**src/rtl/sdram_memtest.sv**
```systemverilog
// SDRAM memory tester: fills the word range with a 16-bit Galois LFSR pattern, reads it back,
// checks every word, and repeats forever with the next seed. Counts go to the debug display.
//
// state   | meaning
// --------+--------------------------------------------------------------
// S_IDLE  | wait for the controller to finish initialisation
// S_WRITE | write the pattern to addresses 0..LAST_ADDR, one per accept
// S_READ  | issue reads 0..LAST_ADDR, throttled by the outstanding limit
// S_DRAIN | wait for the remaining responses, then start the next pass
// S_STOP  | halted after a mismatch (STOP_ON_ERROR); only reset leaves
module sdram_memtest #(
  parameter int                    ADDR_WIDTH      = 22,
  parameter logic [ADDR_WIDTH-1:0] LAST_ADDR       = 22'h3FFFFF,
  parameter logic [15:0]           SEED            = 16'hACE1,
  parameter int                    MAX_OUTSTANDING = 4,
  parameter bit                    STOP_ON_ERROR   = 1'b0
) (
  input  logic                  dram_clk,
  input  logic                  reset_n,
  input  logic                  ctrl_ready,
  output logic                  req_valid,
  input  logic                  req_ready,
  output logic                  req_write,
  output logic [ADDR_WIDTH-1:0] req_addr,
  output logic [15:0]           req_wdata,
  input  logic                  rsp_valid,
  input  logic [15:0]           rsp_rdata,
  output logic [15:0]           pass_count,
  output logic [15:0]           error_count,
  output logic [ADDR_WIDTH-1:0] first_fail_addr,
  output logic                  unexpected_rsp,
  output logic                  stopped,
  output logic [15:0]           debug_number
);

  localparam logic [3:0] MAX_OS = 4'(MAX_OUTSTANDING);

  typedef enum logic [2:0] {S_IDLE, S_WRITE, S_READ, S_DRAIN, S_STOP} state_t;

  state_t                state;
  logic [ADDR_WIDTH-1:0] addr;
  logic [ADDR_WIDTH-1:0] rsp_addr;
  logic [ADDR_WIDTH-1:0] cmp_addr;
  logic [15:0]           wr_lfsr;
  logic [15:0]           rd_lfsr;
  logic [15:0]           pass_seed;
  logic [3:0]            outstanding;
  logic [3:0]            out_nxt;
  logic                  cmp_valid;
  logic                  cmp_bad;
  logic                  stop_pend;
  logic                  fail_seen;
  logic                  acc;
  logic                  rd_acc;
  logic                  rsp_live;
  logic                  mismatch;
  logic                  stop_nxt;
  logic                  at_last;
  logic                  rd_issue;

  function automatic logic [15:0] lfsr_step(input logic [15:0] x);
    return (x >> 1) ^ (x[0] ? 16'hB400 : 16'h0000);
  endfunction

  assign req_addr  = addr;
  assign req_wdata = wr_lfsr;

  always_comb begin
    acc      = req_valid & req_ready;
    rd_acc   = acc & ~req_write;
    rsp_live = rsp_valid & (outstanding != 4'd0);
    mismatch = rsp_live & (rsp_rdata != rd_lfsr);
    out_nxt  = outstanding + 4'(rd_acc) - 4'(rsp_live);
    stop_nxt = stop_pend | (STOP_ON_ERROR & mismatch);
    at_last  = (addr == LAST_ADDR);
    // a stalled read keeps req_valid up so the handshake never retracts
    rd_issue = (req_valid & ~req_ready) | ((out_nxt < MAX_OS) & ~stop_nxt);
  end

  always_ff @(posedge dram_clk or negedge reset_n) begin
    if (!reset_n) begin
      state           <= S_IDLE;
      req_valid       <= 1'b0;
      req_write       <= 1'b0;
      addr            <= '0;
      rsp_addr        <= '0;
      cmp_addr        <= '0;
      wr_lfsr         <= 16'h0000;
      rd_lfsr         <= 16'h0000;
      pass_seed       <= SEED;
      outstanding     <= 4'd0;
      cmp_valid       <= 1'b0;
      cmp_bad         <= 1'b0;
      stop_pend       <= 1'b0;
      fail_seen       <= 1'b0;
      pass_count      <= 16'h0000;
      error_count     <= 16'h0000;
      first_fail_addr <= '0;
      unexpected_rsp  <= 1'b0;
      stopped         <= 1'b0;
      debug_number    <= 16'h0000;
    end else begin
      outstanding <= out_nxt;
      stop_pend   <= stop_nxt;
      cmp_valid   <= rsp_live;
      cmp_bad     <= mismatch;
      cmp_addr    <= rsp_addr;
      if (rsp_valid && outstanding == 4'd0)
        unexpected_rsp <= 1'b1;
      if (rsp_live) begin
        rd_lfsr  <= lfsr_step(rd_lfsr);
        rsp_addr <= rsp_addr + 1'b1;
      end
      // counters follow the compare by one cycle
      if (cmp_valid && cmp_bad) begin
        if (error_count != 16'hFFFF)
          error_count <= error_count + 16'd1;
        if (!fail_seen) begin
          fail_seen       <= 1'b1;
          first_fail_addr <= cmp_addr;
        end
      end
      debug_number <= {pass_count[7:0], (error_count > 16'd255) ? 8'hFF : error_count[7:0]};

      case (state)
        S_IDLE: begin
          if (ctrl_ready) begin
            state     <= S_WRITE;
            req_valid <= 1'b1;
            req_write <= 1'b1;
            addr      <= '0;
            wr_lfsr   <= pass_seed;
            rd_lfsr   <= pass_seed;
          end
        end
        S_WRITE: begin
          if (acc) begin
            wr_lfsr <= lfsr_step(wr_lfsr);
            if (at_last) begin
              state     <= S_READ;
              addr      <= '0;
              rsp_addr  <= '0;
              req_write <= 1'b0;
              req_valid <= 1'b1;
            end else begin
              addr <= addr + 1'b1;
            end
          end
        end
        S_READ: begin
          if (acc && at_last) begin
            state     <= S_DRAIN;
            addr      <= '0;
            req_valid <= 1'b0;
          end else begin
            if (acc)
              addr <= addr + 1'b1;
            req_valid <= rd_issue;
          end
          if (stop_pend && outstanding == 4'd0 && !cmp_valid && !req_valid) begin
            state     <= S_STOP;
            stopped   <= 1'b1;
            req_valid <= 1'b0;
          end
        end
        S_DRAIN: begin
          if (outstanding == 4'd0 && !cmp_valid) begin
            if (stop_pend) begin
              state   <= S_STOP;
              stopped <= 1'b1;
            end else begin
              // wr_lfsr already sits one step past the last written word: the next seed
              state      <= S_WRITE;
              pass_count <= pass_count + 16'd1;
              pass_seed  <= wr_lfsr;
              rd_lfsr    <= wr_lfsr;
              addr       <= '0;
              req_valid  <= 1'b1;
              req_write  <= 1'b1;
            end
          end
        end
        S_STOP: begin
          req_valid <= 1'b0;
        end
        default: begin
          state     <= S_IDLE;
          req_valid <= 1'b0;
        end
      endcase
    end
  end

endmodule

```
**config.mk**
```make
export PLATFORM = sky130hd
export DESIGN_NAME = sdram_memtest
export DESIGN_NICKNAME = d
export VERILOG_FILES = /design/src/rtl/sdram_memtest.sv
export SDC_FILE = /design/constraint.sdc
export NUM_CORES = 1
export LEC_CHECK = 0
export BUFFER_PORTS_ARGS = -buffer_cell sky130_fd_sc_hd__buf_2
export CAP_MARGIN = 20
export CORE_ASPECT_RATIO = 1.4
export CORE_MARGIN = 3
export CORE_UTILIZATION = 45
export DETAILED_ROUTE_END_ITERATION = 6
export PLACE_DENSITY = 0.77
export RECOVER_POWER = 50
export SYNTH_ARGS = -nofsm -noshare
export SYNTH_HDL_FRONTEND = slang
export SYNTH_SLANG_ARGS = --single-unit
```
**constraint.sdc**
```tcl
create_clock -name dram_clk -period 3.8 [get_ports dram_clk]
set_input_delay 0.76 -clock dram_clk [delete_from_list [all_inputs] [get_ports dram_clk]]
set_output_delay 0.76 -clock dram_clk [all_outputs]
set_load 0.01 [all_outputs]
```
==> results of run 1 <==
[layer usage]
layer / vias up / part of all wire, % / global-route usage [%]
met5: - / 0 / 0
met4: 0 / 2.3 / 7.614
met3: 27 / 3.8 / 3.059
met2: 125 / 52 / 30.18
met1: 2991 / 42 / 22.73
li1: 2898 / - / -
[stage by stage]
stage	worst slack, ns	utilization (%)	area (µm²)	instances
2_1_floorplan	0.8406	-	8632	758
3_3_place_gp	0.8903	51.05	9534	1108
3_5_place_dp	0.6983	51.05	9534	1108
4_1_cts	0.7989	54.49	10180	1140
5_1_grt	0.3880	54.45	10170	1142
6_report	0.8394	54.45	10170	1142
[registers in the layout (all words and copies together), names as in the netlist]
| register | cells |
|---|---|
| rd_lfsr | 16 |
| req_wdata | 16 |
| first_fail_addr | 22 |
| state | 2 |
| rsp_addr | 22 |
| cmp_bad | 1 |
| debug_number | 16 |
| req_valid | 1 |
| outstanding | 4 |
| cmp_addr | 22 |
| req_addr | 22 |
| unexpected_rsp | 1 |
| pass_seed | 16 |
| req_write | 1 |
| fail_seen | 1 |
| cmp_valid | 1 |
| pass_count | 16 |
| error_count | 16 |
[kinds of logic (layout without fill, tap and decap cells)]
family,after synthesis,in the layout
and+or+nand+nor,232,232
DFF,196,196
AOI/OAI and AO/OA,122,122
xor gates and xnor gates,71,71
muxes,71,71
buffers and inverters,51,189
adders and majority gates,14,14
other,1,3
[area by class of cell]
class	instances	area (µm²)
clock buffer	17	425.4
sequential	196	4915
timing repair buffer	140	733.2
inverter	17	63.81
antenna	2	5.005
tap	244	305.3
fill	1597	8507
clock inverter	15	216.5
multi-input combinational	511	3506
[power groups by stage]
stage               Combinational (µW)  Sequential (µW)  Clock (µW)
floorplan                         1140             2660           0
global placement                  1620             2630           0
detailed placement                1670             2650           0
CTS                               1680             2610        1960
global route                      1860             2660        2040
finish                            1660             2610        1900
[worst min-delay path by stage]
stage	start	end	cells past startpoint
finish	rsp_addr[21]	cmp_addr[21]	0
global route	rsp_addr[21]	cmp_addr[21]	0
CTS	rsp_addr[21]	cmp_addr[21]	0
detailed placement	rsp_addr[21]	cmp_addr[21]	0
global placement	rsp_addr[21]	cmp_addr[21]	0
floorplan	rsp_addr[21]	cmp_addr[21]	0
[placed cells by master (no fill, tap or decap), types with 8 or more instances in the layout]
master / instances
or2_2: 11
a21o_1: 11
and3_1: 10
buf_2: 130
mux2i_1: 28
dfrtp_1: 188
mux2_2: 43
a21oi_1: 14
xor2_1: 17
nor2_1: 55
nand3_1: 22
or3_1: 8
clkbuf_16: 17
o22ai_1: 16
nand2_1: 68
ha_1: 13
nand4_1: 21
inv_1: 17
xnor2_1: 54
a22oi_1: 16
a22o_1: 10
o21ai_0: 37
nor3_1: 8
dfstp_2: 8
[synth_stat cells (2+ instances only)]
master,number
dfrtp_1,188
nand2_1,68
nor2_1,56
xnor2_1,54
mux2_2,43
o21ai_0,38
mux2i_1,28
nand3_1,22
clkbuf_1,21
nand4_1,21
inv_1,17
xor2_1,17
a22oi_1,16
o22ai_1,16
a21oi_1,14
ha_1,13
or2_2,12
a21o_1,11
a22o_1,10
and3_1,10
dfstp_2,8
nor3_1,8
or3_1,8
buf_1,7
nor4_1,7
and2_1,5
nor2b_1,4
buf_2,3
or4_1,3
a221o_1,2
a31oi_1,2
buf_6,2
==> out/qor.csv, run 1 <==
metric;value;unit
cp.arrival;3.29;ns
final_max_slew_viol_count;116;
numCtsBuffers;17;
endpoint_kind;flip-flop;
synthAdderAreaFrac;2.116;%
synth_area_leaders;dfrtp_1 55%, mux2_2 5.6%, xnor2_1 5.5%;
cp_slowest_cell;inv_1;
power.switching;2085;µW
cap_viol_max_count;2;
critical_path.max_stage_delay;0.41;ns
violations;capacitance limit, slew limit;
drive_above_1_share;26.90;%
numClockSinks;196;
synth_top_flop_cell;dfrtp_1;
grt_first_pass_wirelength;30150;µm
fin_setup_tns;0;ns
p_sw_share;33.81;%
tightest_slew;2.352;ns
synth_top_area_share;54.50;%
finClkSkew;0.008781;ns
hold_path_class;flip-flop to flip-flop;
crit_fanout;13;
power.total;6167;µW
synth_mux_area_share;8.856;%
yosysTopAreaCell;dfrtp_1;
cts_max_level;4;
hold_buffers;0;
hpwl;12530;µm
ys_types;56;
ys_seq_area_share;56.94;%
async_flop_share;100.0;%
status;finished, violations left;
path_buf_inv;3;
syn-cell-area;8632;µm²
die_h;169.9;µm
synth-compound-area-share;9.422;%
grt_pass1_vias;6053;
cts_setup_buffers;0;
cp.required;4.13;ns
overflow;0;
ir_drop;0.3162;mV
io_buffers;131;
grt_max_degree;94;
synth_cells;758;
clk_path_buf_depth;2;
syn_avg_cell_area;11.39;µm²
whs;0.4119;ns
avgViaCountPerCell;5.290;
grtUsageTotal;17.91;%
antenna_found_initial;2;
ys_seq_elements;196;
rr_worst_depth;13;
clk_pin_slew_worst_paths;0.07;ns
reg2reg_from;outstanding[2];
ioPinCount;133;
fmax;337.8;MHz
cp-start-kind;flip-flop;
cts-resized-gates;0;
period_share;77.91;%
ys_warn_count;0;
dr.pass1.iters;4;
static-leakage-power;0.004988;µW
rows;59;
die_x;123.1;µm
critPathKind;flip-flop to flip-flop;
worstPathCellList;inv_1, ha_1, or3b_2, nand2_1, inv_1, o21ai_0, nand2_1, ha_1, inv_1, fa_1, xnor2_1, o31a_1, o21ai_0;
initial_utilization;46.22;%
rsz0062_at_grt;no;
gp_congestion;0.8606;
hold_viol;0;
yosys.area_share.simple;12.94;%
die_area;20900;µm²
critical_path_depth;13;
clkPwrFrac;30.9;%
synth_edf_count;0;
cpMostUsedCell;inv_1;
vias;6041;
wl_per_cell;15.63;µm
synth_xor_area_share;7.204;%
routed_wl;17850;µm
intPower;4082;µW
coreArea;18680;µm²
crit_start;outstanding[2];
initialDrtViolationCount;371;
p_seq_share;42.3;%
setup_viol;0;
synth_top_family_by_area;simple AND/OR/NAND/NOR gates;
reg2reg_to;req_valid;
area_growth;17.81;%
detail-route-antenna-nets;0;
cts_root_buf;clkbuf_16;
critical-path-top-delay-family;adder cells;
power_density;606.4;nW/µm²
endpoint;req_valid;
clock_latency;0.42;ns
cts_tree;built;
syn-num-nets;793;
nNetsFinal;918;
period_minus_slack;2.961;ns
drc_errors;0;
maxSlewHeadroom;-56.80;%
p_comb_share;26.9;%
rrSetupSlack;0.84;ns
(Power assumes the default switching activity.)
==> run 2, diff against run 1 <==
PLACE_DENSITY = 0.79   (was 0.77)
clock period = 2.4 ns   (was 3.8 ns; I/O delays follow)
==> out/qor.csv, run 2 (synthesis gave the netlist of run 1 again) <==
metric;value;unit
status;finished clean;
fin_setup_tns;0;ns
static-leakage-power;0.005085;µW
tightest_slew;1.218;ns
drive_above_1_share;29.74;%
hold_viol;0;
overflow;0;
die_h;169.9;µm
grtUsageTotal;18.66;%
maxSlewHeadroom;18.80;%
cp.required;2.74;ns
cts_max_level;4;
antenna_found_initial;1;
critPathKind;flip-flop to flip-flop;
grt_pass1_vias;6277;
grt_max_degree;61;
critical_path.max_stage_delay;0.40;ns
cap_viol_max_count;0;
drc_errors;0;
cp-start-kind;flip-flop;
cts_tree;built;
hpwl;13450;µm
routed_wl;18750;µm
pre_cts_slack;-0.09441;ns
rsz0062_at_grt;yes;
crit_fanout;4;
clk_pin_slew_worst_paths;0.07;ns
period_minus_slack;2.370;ns
period_share;98.75;%
layout_commonest_cell;dfrtp_1;
ir_drop;0.6318;mV
cts_root_buf;clkbuf_16;
final_cell_mix;188 x dfrtp_1, 113 x buf_2, 67 x nand2_1;
clk_path_buf_depth;2;
ioPinCount;133;
nNetsFinal;962;
setup_viol;0;
whs;0.3031;ns
initial_utilization;46.22;%
die_area;20900;µm²
worstPathCellList;inv_2, ha_2, or3b_4, nand2_4, nand2_1, nand2_1, ha_2, inv_1, fa_2, xnor2_1, o31a_1, o21ai_1;
rows;59;
clock_latency;0.42;ns
vias;6242;
endpoint_kind;flip-flop;
coreArea;18680;µm²
io_buffers;131;
numCtsBuffers;17;
gp_congestion;0.8950;
final_cells;1183;
fmax;422.0;MHz
finClkSkew;0.009313;ns
hold_path_class;input pin to async pin;
wl_per_cell;15.85;µm
cp_slowest_cell;or3b_4;
cp.arrival;2.71;ns
detail-route-antenna-nets;0;
final_max_slew_viol_count;0;
avgViaCountPerCell;5.276;
die_x;123.1;µm
setup_ws;0.03010;ns
finish.utilization;56.06;%
area_growth;21.29;%
dr.pass1.iters;6;
dp.cells;1146;
power_density;931.3;nW/µm²
initialDrtViolationCount;323;
grt_first_pass_wirelength;31130;µm
numClockSinks;196;
-- run 2: per-layer routing --
metal	up-vias	global-route usage, %	wire length [µm]
li1	2986	-	-
met1	3117	23.40	7823
met2	111	31.61	9836
met3	28	3.424	624
met4	0	7.855	469
met5	-	0	0
-- run 2: cell type report --
class / count / area, µm²
Sequential cell: 196 / 4915
Multi-Input combinational cell: 511 / 3578
Fill cell: 1577 / 8207
Clock inverter: 11 / 96.34
Tap cell: 244 / 305.3
Antenna cell: 1 / 2.502
Inverter: 17 / 63.81
Timing Repair Buffer: 184 / 1066
Clock buffer: 19 / 442.9
-- run 2: worst paths after layout --
kind | startpoint | end | slack, ns | cells past startpoint
max | outstanding[2] | req_valid | 0.03 | 12
min | reset_n | first_fail_addr[18] | 0.30 | 1
max reg2reg | outstanding[2] | req_valid | 0.03 | 12
min reg2reg | rsp_addr[21] | cmp_addr[21] | 0.41 | 0
max in group asynchronous | reset_n | cmp_bad | 0.45 | 2
min in group dram_clk | rsp_valid | unexpected_rsp | 0.36 | 3
-- run 2: stage by stage --
stage | power (µW) | cell area (µm²)
after detailed placement | 7117 | 9912
after CTS | 9789 | 10490
after global placement | 6995 | 9912
after global routing | 10360 | 10470
final | 9751 | 10470
after floorplan | 6093 | 8698
-- run 2: repair_timing --
item / in CTS / in global routing
buffers inserted: 3 / 3
hold buffers: 0 / 0
setup endpoints to repair: 18 / 27
pin swaps: 7 / 11
resized for setup: 5 / 5
-- run 2: report_power, final --
part	leakage [µW]	internal (µW)	switching [µW]
combinational	0.00223	1280	1720
sequential	0.00260	3760	371
clock	0.000252	1370	1260
-- run 2: worst max-delay path, delay by kind of cell, from the launching register on --
kind | cells | cell delay, ns
xor+xnor | 1 | 0.15
fa+ha+maj | 3 | 0.66
compound gates | 2 | 0.43
buf+inv | 2 | 0.10
simple gates | 4 | 0.60
flops | 1 | 0.37
==> run 3, diff against run 2 <==
BUFFER_PORTS_ARGS = default   (was -buffer_cell sky130_fd_sc_hd__buf_2)
DONT_BUFFER_PORTS = 1   (was default)
PLACE_DENSITY = 0.74   (was 0.79)
==> out/qor.csv, run 3 (synthesis gave the netlist of run 1 again) <==
metric;value;unit
status;finished, violations left;
violations;hold timing;
grtUsageTotal;17.67;%
detail-route-antenna-nets;0;
gp_congestion;0.8620;
finish.utilization;53.41;%
numClockSinks;196;
ir_drop;0.4825;mV
layout_commonest_cell;dfrtp_1;
cp.arrival;2.73;ns
crit_fanout;4;
vias;5728;
endpoint_kind;flip-flop;
rrSetupSlack;0.02;ns
static-leakage-power;0.004583;µW
maxSlewHeadroom;58.36;%
cts_root_buf;clkbuf_16;
grt_pass1_vias;5727;
cp_slowest_cell;or3b_4;
numCtsBuffers;17;
dr.pass1.iters;4;
cp-start-kind;flip-flop;
rsz0062_at_grt;yes;
dpl_cell_area;9250;µm²
critical_path.max_stage_delay;0.40;ns
cts_tree;built;
io_buffers;0;
cts_max_level;4;
whs;-0.2595;ns
die_h;169.9;µm
overflow;0;
tightest_slew;0.6246;ns
final_cell_mix;188 x dfrtp_1, 66 x nand2_1, 58 x buf_4;
fmax;420.0;MHz
period_share;99.22;%
grt_max_degree;197;
clock_latency;0.43;ns
initial_utilization;46.22;%
area_growth;15.55;%
setup_viol;0;
grtUsageMet1;20.99;%
coreArea;18680;µm²
die_x;123.1;µm
fin_setup_tns;0;ns
wl_per_cell;16.94;µm
use_met3;4.754;%
hold_path_class;input pin to async pin;
clk_pin_slew_worst_paths;0.07;ns
routed_wl;17960;µm
diodes;0;
critPathKind;flip-flop to flip-flop;
stdcell_area;9975;µm²
power_density;998.7;nW/µm²
busiest_layer;met2;
nNetsFinal;838;
avgViaCountPerCell;5.404;
period_minus_slack;2.381;ns
antenna_found_initial;0;
drive_above_1_share;22.18;%
drc_errors;0;
die_area;20900;µm²
hpwl;12610;µm
grt_first_pass_wirelength;29410;µm
final_max_slew_viol_count;0;
initialDrtViolationCount;271;
clk_path_buf_depth;2;
cpMostUsedCell;inv_2;
grtUsageMet2;31.04;%
finClkSkew;0.01130;ns
rows;59;
cap_viol_max_count;0;
hold_viol;188;
ioPinCount;133;
power.total;9961;µW
worstPathCellList;inv_2, ha_4, or3b_4, nand2_4, nand2_2, nand2_1, ha_2, inv_2, fa_2, xnor2_2, o31a_1, o21ai_1;
cp.required;2.75;ns
[run 3: cell count changes in the layout (fill, tap and decap cells not counted), sizes merged]
cell / delta
clkbuf: -21
bufinv: +2
buf: -100
diode: -1
inv: -2
clkinvlp: -3
clkinv: +2
[run 3: cell type report]
class	count	area (µm²)
fill	1582	8702
sequential	196	4915
multi-input combinational	511	3592
clock buffer	22	484.2
timing repair buffer	60	475.5
tap	244	305.3
clock inverter	10	138.9
inverter	17	63.81
[run 3: worst paths after layout]
check	start	endpoint	cells past startpoint
min reg2reg	rsp_addr[21]	cmp_addr[21]	0
min in group dram_clk	rsp_valid	unexpected_rsp	2
max	outstanding[2]	req_valid	12
min	reset_n	first_fail_addr[18]	0
max in group asynchronous	reset_n	req_addr[4]	0
max reg2reg	outstanding[2]	req_valid	12
[run 3: where the power goes]
part | switching, µW | leakage [µW] | internal (µW)
Combinational | 1490 | 0.00168 | 1270
Sequential | 507 | 0.00260 | 3760
Clock | 1260 | 0.000302 | 1680
[run 3: per-stage QoR]
step	setup WS [ns]	std cells
global placement	-0.04813	1022
CTS	-0.02226	1056
detailed placement	-0.1051	1022
global route	-0.1263	1060
floorplan	-0.04812	758
finish	0.01884	1060
[run 3: critical path: cells and delay by family (launching register included)]
family,cells,cell delay (ns)
AO/OA/AOI/OAI,2,0.40
XOR/XNOR,1,0.15
AND/OR/NAND/NOR,4,0.61
flip-flops,1,0.38
buffers and inverters,2,0.12
adder cells (fa/ha/maj),3,0.65
[run 3: layer usage]
metal  up-vias  wire (µm)
li1       2734          -
met1      2872       7212
met2       105       9530
met3        17        912
met4         0        302
met5         -          0
[run 3: timing repair]
action,CTS,global route
endpoints found under the hold margin,196,196
setup endpoints to repair,15,25
setup buffers,2,4
pin swaps,5,10
gates resized for setup,6,8
